==> config.mk <==
export PLATFORM = sky130hd
export DESIGN_NAME = mem_port_arbiter
export DESIGN_NICKNAME = d
export VERILOG_FILES = /design/src/rtl/mem_port_arbiter.sv
export SDC_FILE = /design/constraint.sdc
export NUM_CORES = 1
export LEC_CHECK = 0
export BUFFER_PORTS_ARGS = -buffer_cell sky130_fd_sc_hd__buf_2
export CAP_MARGIN = 20
export CORE_UTILIZATION = 50
export CTS_CLUSTER_DIAMETER = 100
export DETAILED_ROUTE_END_ITERATION = 6
export PLACE_DENSITY = 0.89
export SLEW_MARGIN = 10
export SYNTH_ARGS = -nofsm -noshare
export SYNTH_HDL_FRONTEND = slang
export SYNTH_SLANG_ARGS = --single-unit
==> constraint.sdc <==
create_clock -name i_clk -period 4.7 [get_ports i_clk]
set_input_delay 0.235 -clock i_clk [delete_from_list [all_inputs] [get_ports i_clk]]
set_output_delay 0.235 -clock i_clk [all_outputs]
set_load 0.02 [all_outputs]
==> src/rtl/mem_port_arbiter.sv <==
// Shares one memory port between instruction fetch and the MEM-stage load/store.
// Data has fixed priority over fetch; define ARB_FAIRNESS_EN to bound data streaks while fetch waits.
module mem_port_arbiter #(
  parameter int ADDR_W        = 32,
  parameter int DATA_W        = 32,
  parameter int MAX_DM_STREAK = 4
) (
  input  logic                  i_clk,
  input  logic                  i_rst,
  input  logic                  i_if_req,
  input  logic [ADDR_W-1:0]     i_if_addr,
  input  logic                  i_flush,
  output logic                  o_if_valid,
  output logic [DATA_W-1:0]     o_if_rdata,
  output logic                  o_stall_if,
  input  logic                  i_dm_read,
  input  logic                  i_dm_write,
  input  logic [ADDR_W-1:0]     i_dm_addr,
  input  logic [DATA_W-1:0]     i_dm_wdata,
  input  logic [DATA_W/8-1:0]   i_dm_mask,
  output logic                  o_dm_valid,
  output logic [DATA_W-1:0]     o_dm_rdata,
  output logic                  o_stall_mem,
  output logic                  o_mem_req,
  output logic                  o_mem_we,
  output logic [ADDR_W-1:0]     o_mem_addr,
  output logic [DATA_W-1:0]     o_mem_wdata,
  output logic [DATA_W/8-1:0]   o_mem_mask,
  input  logic                  i_mem_ready,
  input  logic                  i_mem_rvalid,
  input  logic [DATA_W-1:0]     i_mem_rdata
);

  localparam int MASK_W = DATA_W / 8;

  if (MAX_DM_STREAK < 1 || MAX_DM_STREAK > 15) begin : g_bad_streak
    $error("MAX_DM_STREAK must be within 1..15");
  end

  typedef enum logic [2:0] {
    IDLE    = 3'd0,
    REQ_DM  = 3'd1,
    REQ_IF  = 3'd2,
    WAIT_DM = 3'd3,
    WAIT_IF = 3'd4
  } state_t;

  state_t state_q, state_d;
  logic   drop_q, drop_d;

  logic   dm_req, dm_want, if_want;
  logic   grant_dm, grant_if, fetch_turn;
  logic   mem_req_d, dm_done, if_done, if_keep;
  logic   stall_mem_raw;

  logic                req_we_p0;
  logic [ADDR_W-1:0]   req_addr_p0;
  logic [DATA_W-1:0]   req_wdata_p0;
  logic [MASK_W-1:0]   req_mask_p0;

  logic                dm_vld_p1, if_vld_p1;
  logic [DATA_W-1:0]   dm_rdata_p1, if_rdata_p1;

  // A requester whose result is being delivered this cycle still shows its old
  // request; masking with the valid pulse keeps it from being granted twice.
  assign dm_req  = i_dm_read | i_dm_write;
  assign dm_want = dm_req & ~dm_vld_p1;
  assign if_want = i_if_req & ~i_flush & ~if_vld_p1;

`ifdef ARB_FAIRNESS_EN
  localparam logic [3:0] STREAK_MAX = 4'(MAX_DM_STREAK);

  logic [3:0] streak_q;

  function automatic logic [3:0] sat_inc(input logic [3:0] s);
    return (s >= STREAK_MAX) ? STREAK_MAX : s + 4'd1;
  endfunction

  assign fetch_turn = if_want & (streak_q == STREAK_MAX);

  always_ff @(posedge i_clk or negedge i_rst) begin
    if (!i_rst) begin
      streak_q <= '0;
    end else if (!i_if_req || grant_if) begin
      streak_q <= '0;
    end else if (grant_dm) begin
      streak_q <= sat_inc(streak_q);
    end
  end
`else
  assign fetch_turn = 1'b0;
`endif

  assign grant_dm = (state_q == IDLE) & dm_want & ~fetch_turn;
  assign grant_if = (state_q == IDLE) & if_want & (~dm_want | fetch_turn);

  always_comb begin
    state_d   = state_q;
    drop_d    = drop_q;
    mem_req_d = 1'b0;
    dm_done   = 1'b0;
    if_done   = 1'b0;
    case (state_q)
      IDLE: begin
        if (grant_dm) begin
          state_d = REQ_DM;
        end else if (grant_if) begin
          state_d = REQ_IF;
        end
      end
      REQ_DM: begin
        mem_req_d = 1'b1;
        if (i_mem_ready) state_d = WAIT_DM;
      end
      REQ_IF: begin
        mem_req_d = 1'b1;
        if (i_flush) drop_d = 1'b1;
        if (i_mem_ready) state_d = WAIT_IF;
      end
      WAIT_DM: begin
        if (i_mem_rvalid) begin
          dm_done = 1'b1;
          state_d = IDLE;
        end
      end
      WAIT_IF: begin
        if (i_flush) drop_d = 1'b1;
        if (i_mem_rvalid) begin
          if_done = 1'b1;
          drop_d  = 1'b0;
          state_d = IDLE;
        end
      end
      default: state_d = IDLE;
    endcase
  end

  // A flushed fetch still runs to completion on the port; only its delivery is dropped.
  assign if_keep = if_done & ~drop_q & ~i_flush;

  always_ff @(posedge i_clk or negedge i_rst) begin
    if (!i_rst) begin
      state_q   <= IDLE;
      drop_q    <= 1'b0;
      dm_vld_p1 <= 1'b0;
      if_vld_p1 <= 1'b0;
    end else begin
      state_q   <= state_d;
      drop_q    <= drop_d;
      dm_vld_p1 <= dm_done;
      if_vld_p1 <= if_keep;
    end
  end

  // Issue stage: request fields captured at grant and held until accepted.
  always_ff @(posedge i_clk or negedge i_rst) begin
    if (!i_rst) begin
      req_we_p0    <= 1'b0;
      req_addr_p0  <= '0;
      req_wdata_p0 <= '0;
      req_mask_p0  <= '0;
    end else if (grant_dm) begin
      req_we_p0    <= i_dm_write;
      req_addr_p0  <= i_dm_addr;
      req_wdata_p0 <= i_dm_wdata;
      req_mask_p0  <= i_dm_write ? i_dm_mask : {MASK_W{1'b1}};
    end else if (grant_if) begin
      req_we_p0    <= 1'b0;
      req_addr_p0  <= i_if_addr;
      req_mask_p0  <= {MASK_W{1'b1}};
    end
  end

  // Response stage: result routed back to the owner of the outstanding access.
  always_ff @(posedge i_clk or negedge i_rst) begin
    if (!i_rst) begin
      dm_rdata_p1 <= '0;
      if_rdata_p1 <= '0;
    end else begin
      if (dm_done) dm_rdata_p1 <= i_mem_rdata;
      if (if_keep) if_rdata_p1 <= i_mem_rdata;
    end
  end

  // Stalls are combinational on the live requests, forced low while reset is held.
  assign stall_mem_raw = dm_req & ~dm_vld_p1;
  assign o_stall_mem   = i_rst & stall_mem_raw;
  assign o_stall_if    = i_rst & ((i_if_req & ~if_vld_p1) | stall_mem_raw);

  assign o_mem_req   = mem_req_d;
  assign o_mem_we    = req_we_p0;
  assign o_mem_addr  = req_addr_p0;
  assign o_mem_wdata = req_wdata_p0;
  assign o_mem_mask  = req_mask_p0;
  assign o_dm_valid  = dm_vld_p1;
  assign o_dm_rdata  = dm_rdata_p1;
  assign o_if_valid  = if_vld_p1;
  assign o_if_rdata  = if_rdata_p1;

`ifndef SYNTHESIS
  a_dm_rw_excl: assert property (@(posedge i_clk) disable iff (!i_rst)
    !(i_dm_read && i_dm_write));
`endif

endmodule

==> impl_metrics.env, run 1 <==
export IMPL_status="finished, final reports clean"
export IMPL_final_core_util_pct=69.10
export IMPL_initial_core_util_pct=51.40
export IMPL_antenna_found_initial=0
export IMPL_r2r_end="o_mem_wdata[20]"
export IMPL_viasPerCell=5.067
export IMPL_multiInputGateArea_sq_um=2175
export IMPL_grt_max_degree=79
export IMPL_synth_compound_area_share_pct=1.727
export IMPL_cts_buffer_depth=2
export IMPL_synth_top_family_by_area="multiplexers"
export IMPL_skew_ps=4.066
export IMPL_synthSimpleGateAreaFrac_pct=1.876
export IMPL_clockRootBuffer="clkbuf_16"
export IMPL_worst_slew_pin_slew_ps=1073
export IMPL_finalNetCount=790
export IMPL_hold_path_class="input pin to flip-flop"
export IMPL_grt_pass1_vias=4124
export IMPL_period_needed_ps=2179
export IMPL_yosysTopAreaCell="dfrtp_1"
export IMPL_die_y_microns=110.3
export IMPL_syn_area_sq_um=5869
export IMPL_synth_top_area_share_pct=59.26
export IMPL_power_mw=5.551
export IMPL_synth_area_top_cells="dfrtp_1, mux2_2, mux2_4"
export IMPL_synth_adder_area_share_pct=0
export IMPL_drive_gt1_share_pct=71.95
export IMPL_drtAntennaViolNets=0
export IMPL_rr_startpoint="state_q[2]"
export IMPL_synthXorXnorAreaFrac_pct=0.1492
export IMPL_ys_ff_latch=139
export IMPL_grt_overflow_total=0
export IMPL_critical_path_class="flip-flop to flip-flop"
export IMPL_drv_slew=0
export IMPL_rrSetupSlack_ps=2520
export IMPL_max_freq_mhz=458.9
export IMPL_initialDrtViolationCount=183
export IMPL_worstPathMaxFanout=32
export IMPL_rr_worst_depth=3
export IMPL_synth_seq_area_share_pct=59.26
export IMPL_critPathLaunchType="flip-flop"
export IMPL_arrival_ps=2470
export IMPL_row_count=39
export IMPL_clk_pin_slew_ps=60
export IMPL_hpwl_mm=9.793
export IMPL_final_common_cell="buf_2"
export IMPL_die_area_sq_um=12180
export IMPL_port_buffers=277
export IMPL_cts_sinks=139
export IMPL_antenna_cells=0
export IMPL_drc_errors=0
export IMPL_avgRoutedWirePerCell_microns=16.65
export IMPL_tns_ps=0
export IMPL_final_cell_count_no_fill=806
export IMPL_muxShareOfSynthArea_pct=33.30
export IMPL_grt_pass1_wl_mm=19.88
export IMPL_clkLatencyLatePin_ps=410
export IMPL_rsz0062_at_grt="no"
export IMPL_setup_worst_path_start="state_q[2]"
export IMPL_ys_warn_count=0
export IMPL_final_cell_mix="buf_2, dfrtp_1, mux2_2"
export IMPL_hold_path_startpoint="i_dm_wdata[8]"
export IMPL_hold_viol=0
export IMPL_drt_pass1_iterations=5
export IMPL_synthArstFlopShare_pct=100.0
export IMPL_cp_endpoint="o_mem_wdata[20]"
export IMPL_cp_end_kind="flip-flop"
export IMPL_synth_fp_nets=510
export IMPL_ios=278
export IMPL_wl_mm=13.42
export IMPL_fill_cells=805
export IMPL_post_route_period_util_pct=46.36
export IMPL_dr_total_vias=4084
export IMPL_synth_cell_types=30
export IMPL_area_growth_pct=34.43
export IMPL_max_slew_margin_rel_pct=28.50
export IMPL_regArea_sq_um=3478
export IMPL_core_area_sq_um=11420
export IMPL_setup_viol_count_final=0
export IMPL_cp_required_ps=4990
export IMPL_numCtsBuffers=17
export IMPL_p_leak_nw=4.183
export IMPL_peakVddDrop_v=0.0005119
export IMPL_max_cap_viol_count=0
export IMPL_synth_enable_flop_cells=0
export IMPL_dp_cells=772
export IMPL_ys_flop_type="dfrtp_1"
export IMPL_die_w_microns=110.3
export IMPL_grt_util_all_layers_pct=22.15
export IMPL_cts_tree="built"
export IMPL_place_congestion=0.7271
export IMPL_htree_levels=4
export IMPL_netlist_instances=370
export IMPL_syn_area_per_cell_sq_um=15.86
export IMPL_power_density_nw_per_um2=703.5
critical path, stage by stage, from the launching register on:
cell and delay, ps:
dfrtp_1 470, or3_4 450, or2_2 670, mux2_4 450
logic make-up (layout without fill, tap and decap cells):
| logic type | Yosys count | in the layout |
|---|---|---|
| buf+inv | 32 | 325 |
| mux | 164 | 164 |
| simple gates | 21 | 21 |
| xor+xnor | 1 | 1 |
| flops | 139 | 139 |
| compound gates | 13 | 13 |
cell type report:
class,instances,share of cell area [%]
clock buffers,19,5.614
clock inverters,13,1.538
inverters,11,0.5233
multi-input cells,199,27.56
flip-flops and latches,139,44.09
well taps,143,2.268
repair buffers,282,18.41
sequential cells by signal, indices dropped and copies added, names as in the netlist:
| signal | count |
|---|---|
| o_mem_mask | 4 |
| state_q | 3 |
| o_dm_valid | 1 |
| o_if_valid | 1 |
| o_mem_we | 1 |
| o_mem_addr | 32 |
| o_if_rdata | 32 |
| o_mem_wdata | 32 |
| o_dm_rdata | 32 |
| drop_q | 1 |
metrics by stage:
step / worst slack, ps / area, sq um / hold slack [ps]
CTS: 2323 / 7863 / 32.73
finish: 2521 / 7890 / 54.01
global placement: 2398 / 7288 / 231.1
detailed placement: 2319 / 7288 / 246.2
floorplan: 2792 / 5869 / -60.59
global route: 2444 / 7890 / 41.60
how the worst min path moves through the flow:
stage | cells past startpoint | slack (ps) | end
finish | 2 | 50 | o_mem_wdata[8]
global route | 2 | 40 | o_mem_wdata[7]
CTS | 2 | 30 | o_mem_wdata[8]
detailed placement | 1 | 250 | o_if_rdata[23]
global placement | 1 | 230 | o_dm_rdata[28]
floorplan | 0 | -60 | drop_q
routing by layer:
metal	wire [microns]	global-route usage, %	vias up
met2	7025	38.51	177
met4	205	9.023	0
met3	1140	8.289	19
met5	0	0	-
met1	5050	24.34	2026
li1	-	-	1862
synth_stat cells, drive strengths merged, types with 2 or more instances:
| cell | n |
|---|---|
| mux2 | 160 |
| dfrtp | 139 |
| buf | 16 |
| inv | 11 |
| nor2 | 10 |
| clkbuf | 5 |
| a21oi | 4 |
| mux2i | 4 |
| or3 | 3 |
| nand2 | 2 |
| nand2b | 2 |
report_power, final:
group          switching, mW  leakage (nW)  internal [mW]
clock                  0.499         0.262          0.743
combinational           1.25          2.22           1.09
sequential             0.274          1.71           1.69
total                   2.02          4.18           3.53
timing repair:
| item | in CTS | in global routing |
|---|---|---|
| gates resized for setup | 0 | 0 |
| hold endpoints to repair | 61 | 0 |
| setup buffers | 0 | 0 |
| hold buffers | 1 | 0 |
No activity file was read; power rests on OpenSTA's default activity.
==> run 2: changes to the inputs <==
--- a/config.mk
+++ b/config.mk
@@ -7,10 +7,10 @@
 export LEC_CHECK = 0
 export BUFFER_PORTS_ARGS = -buffer_cell sky130_fd_sc_hd__buf_2
 export CAP_MARGIN = 20
-export CORE_UTILIZATION = 50
+export CORE_UTILIZATION = 47
 export CTS_CLUSTER_DIAMETER = 100
 export DETAILED_ROUTE_END_ITERATION = 6
-export PLACE_DENSITY = 0.89
+export PLACE_DENSITY = 0.85
 export SLEW_MARGIN = 10
 export SYNTH_ARGS = -nofsm -noshare
 export SYNTH_HDL_FRONTEND = slang
==> constraint.sdc (replaced) <==
create_clock -name i_clk -period 2.3 [get_ports i_clk]
set_input_delay 0.115 -clock i_clk [delete_from_list [all_inputs] [get_ports i_clk]]
set_output_delay 0.115 -clock i_clk [all_outputs]
set_load 0.02 [all_outputs]
==> run 2 against run 1 <==
Clock skew up 3.4 ps. Design area up 11%. Setup slack worse by 2200 ps. Critical path depth up 1. First-iteration DRC count up 38%. Non-clock buffer count up 71. Clock power rose to 2.7 times the previous value. Sequential power up 110%. Utilization up 3.5 points. Global-route usage up 3.7 points. Critical endpoint is now o_mem_wdata[27]. Largest cell class unchanged. Largest power group unchanged.
==> impl_metrics.env, run 2 (same netlist as run 1, synthesis figures left out) <==
export IMPL_antenna_found_initial=2
export IMPL_place_congestion=0.7370
export IMPL_avgRoutedWirePerCell_microns=17.68
export IMPL_cp_required_ps=2590
export IMPL_rr_startpoint="state_q[2]"
export IMPL_htree_levels=4
export IMPL_die_w_microns=113.8
export IMPL_cts_resized_gates=0
export IMPL_drt_pass1_iterations=4
export IMPL_grt_pass1_vias=4976
export IMPL_row_count=40
export IMPL_grt_max_degree=125
export IMPL_grt_util_all_layers_pct=25.80
export IMPL_cpLargestDelayFamily="simple AND/OR/NAND/NOR gates"
export IMPL_die_area_sq_um=12940
export IMPL_max_slew_margin_rel_pct=55.81
export IMPL_status="finished, final reports clean"
export IMPL_cts_tree="built"
export IMPL_grt_pass1_wl_mm=25.07
export IMPL_drtAntennaViolNets=0
export IMPL_max_cap_viol_count=0
export IMPL_numCtsBuffers=17
export IMPL_viasPerCell=4.930
export IMPL_peakVddDrop_v=0.0009493
export IMPL_clk_pin_slew_ps=60
export IMPL_critical_path_slowest_cell="dfrtp_1"
export IMPL_post_route_period_util_pct=86.99
export IMPL_path_cells="or3_4, or2_2, buf_4, mux2_4"
export IMPL_initial_core_util_pct=48.46
export IMPL_clkLatencyLatePin_ps=410
export IMPL_skew_ps=7.477
export IMPL_final_common_cell="buf_2"
export IMPL_arrival_ps=2290
export IMPL_hold_path_class="input pin to flip-flop"
export IMPL_postCtsHoldBufs=70
export IMPL_setup_viol_count_final=0
export IMPL_finalNetCount=861
export IMPL_hold_path_startpoint="i_mem_rvalid"
export IMPL_max_freq_mhz=499.8
export IMPL_critical_path_buf_inv_count=1
export IMPL_drc_errors=0
export IMPL_drive_gt1_share_pct=65.30
export IMPL_final_core_util_pct=72.56
export IMPL_core_area_sq_um=12110
export IMPL_worst_slew_pin_slew_ps=662.9
export IMPL_critical_path_class="flip-flop to flip-flop"
export IMPL_ios=278
export IMPL_p_leak_nw=4.565
export IMPL_drv_slew=0
export IMPL_dr_total_vias=4442
export IMPL_initialDrtViolationCount=253
export IMPL_worstPathMaxFanout=32
export IMPL_slowest_delay_ps=470
export IMPL_port_buffers=277
export IMPL_clockRootBuffer="clkbuf_16"
export IMPL_cts_buffer_depth=2
export IMPL_die_y_microns=113.8
export IMPL_cts_sinks=139
export IMPL_area_growth_pct=49.73
export IMPL_grt_overflow_total=0
export IMPL_setup_worst_path_start="state_q[2]"
export IMPL_hold_viol=0
export IMPL_postCtsSetupBuffers=0
export IMPL_period_needed_ps=2001
export IMPL_hpwl_mm=10.01
export IMPL_final_cell_mix="buf_2, dfrtp_1, mux2_2"
export IMPL_wl_mm=15.93
export IMPL_tns_ps=0
export IMPL_power_density_nw_per_um2=1401
export IMPL_critPathLaunchType="flip-flop"
export IMPL_rsz0062_at_grt="no"
export IMPL_cp_end_kind="flip-flop"
-- run 2: cell count changes in the layout (fill, tap and decap cells not counted) --
cell,change
dlygate4sd3_1,+69
bufinv_16,+7
clkinvlp_4,-4
buf_12,+2
clkinv_2,-2
clkinv_4,-2
buf_16,-1
buf_4,+1
clkbuf_1,-1
clkbuf_8,+1
diode_2,+1
inv_6,-1
-- run 2: worst register-to-register path, stage by stage, from the launching register on --
cell	delay, ps
dfrtp_1	470
or3_4	450
or2_2	280
buf_4	300
mux2_4	380
-- run 2: worst paths after layout --
path / slack, ps / cells after the start / endpoint
worst max register to register: 300 / 4 / o_mem_wdata[27]
worst min register to register: 500 / 1 / o_dm_rdata[27]
min in group asynchronous: 120 / 2 / o_dm_rdata[20]
worst min-delay path: 40 / 4 / state_q[2]
worst max-delay path: 300 / 4 / o_mem_wdata[27]
max in group asynchronous: 1270 / 3 / o_mem_wdata[7]
-- run 2: routing by layer --
| layer | part of all wire [%] | routed length, microns | track usage (%) |
|---|---|---|---|
| met1 | 37 | 5858 | 26.68 |
| met2 | 54 | 8647 | 47.36 |
| met3 | 6.0 | 960 | 7.864 |
| met4 | 2.9 | 465 | 12.46 |
| met5 | 0 | 0 | 0 |
-- run 2: through the flow --
stage               power (mW)  hold WS, ps  worst slack, ps  instance area (sq um)  std cells
floorplan                7.372       -180.6            392.1                   5869        370
global placement         8.660       -44.20            370.2                   7367        800
detailed placement       8.883       -40.63            293.6                   7367        800
CTS                      12.32        16.13            293.7                   8786        900
global route             12.86        49.83            232.9                   8786        900
finish                   12.32        36.99            299.1                   8788        901
-- run 2: layout make-up --
| cell class | count | area (sq um) |
|---|---|---|
| flip-flops and latches | 139 | 3478 |
| multi-input cells | 199 | 2175 |
| clock inverters | 11 | 265.3 |
| clock buffers | 19 | 452.9 |
| well taps | 168 | 210.2 |
| fillers | 815 | 3323 |
| repair buffers | 353 | 2163 |
| diodes | 1 | 2.502 |
| inverters | 11 | 41.29 |
-- run 2: where the power goes --
part | internal (mW) | switching [mW] | leakage (nW)
sequential | 3.46 | 0.602 | 1.71
clock | 2.30 | 1.01 | 0.345
combinational | 2.30 | 2.64 | 2.51
total | 8.07 | 4.25 | 4.57
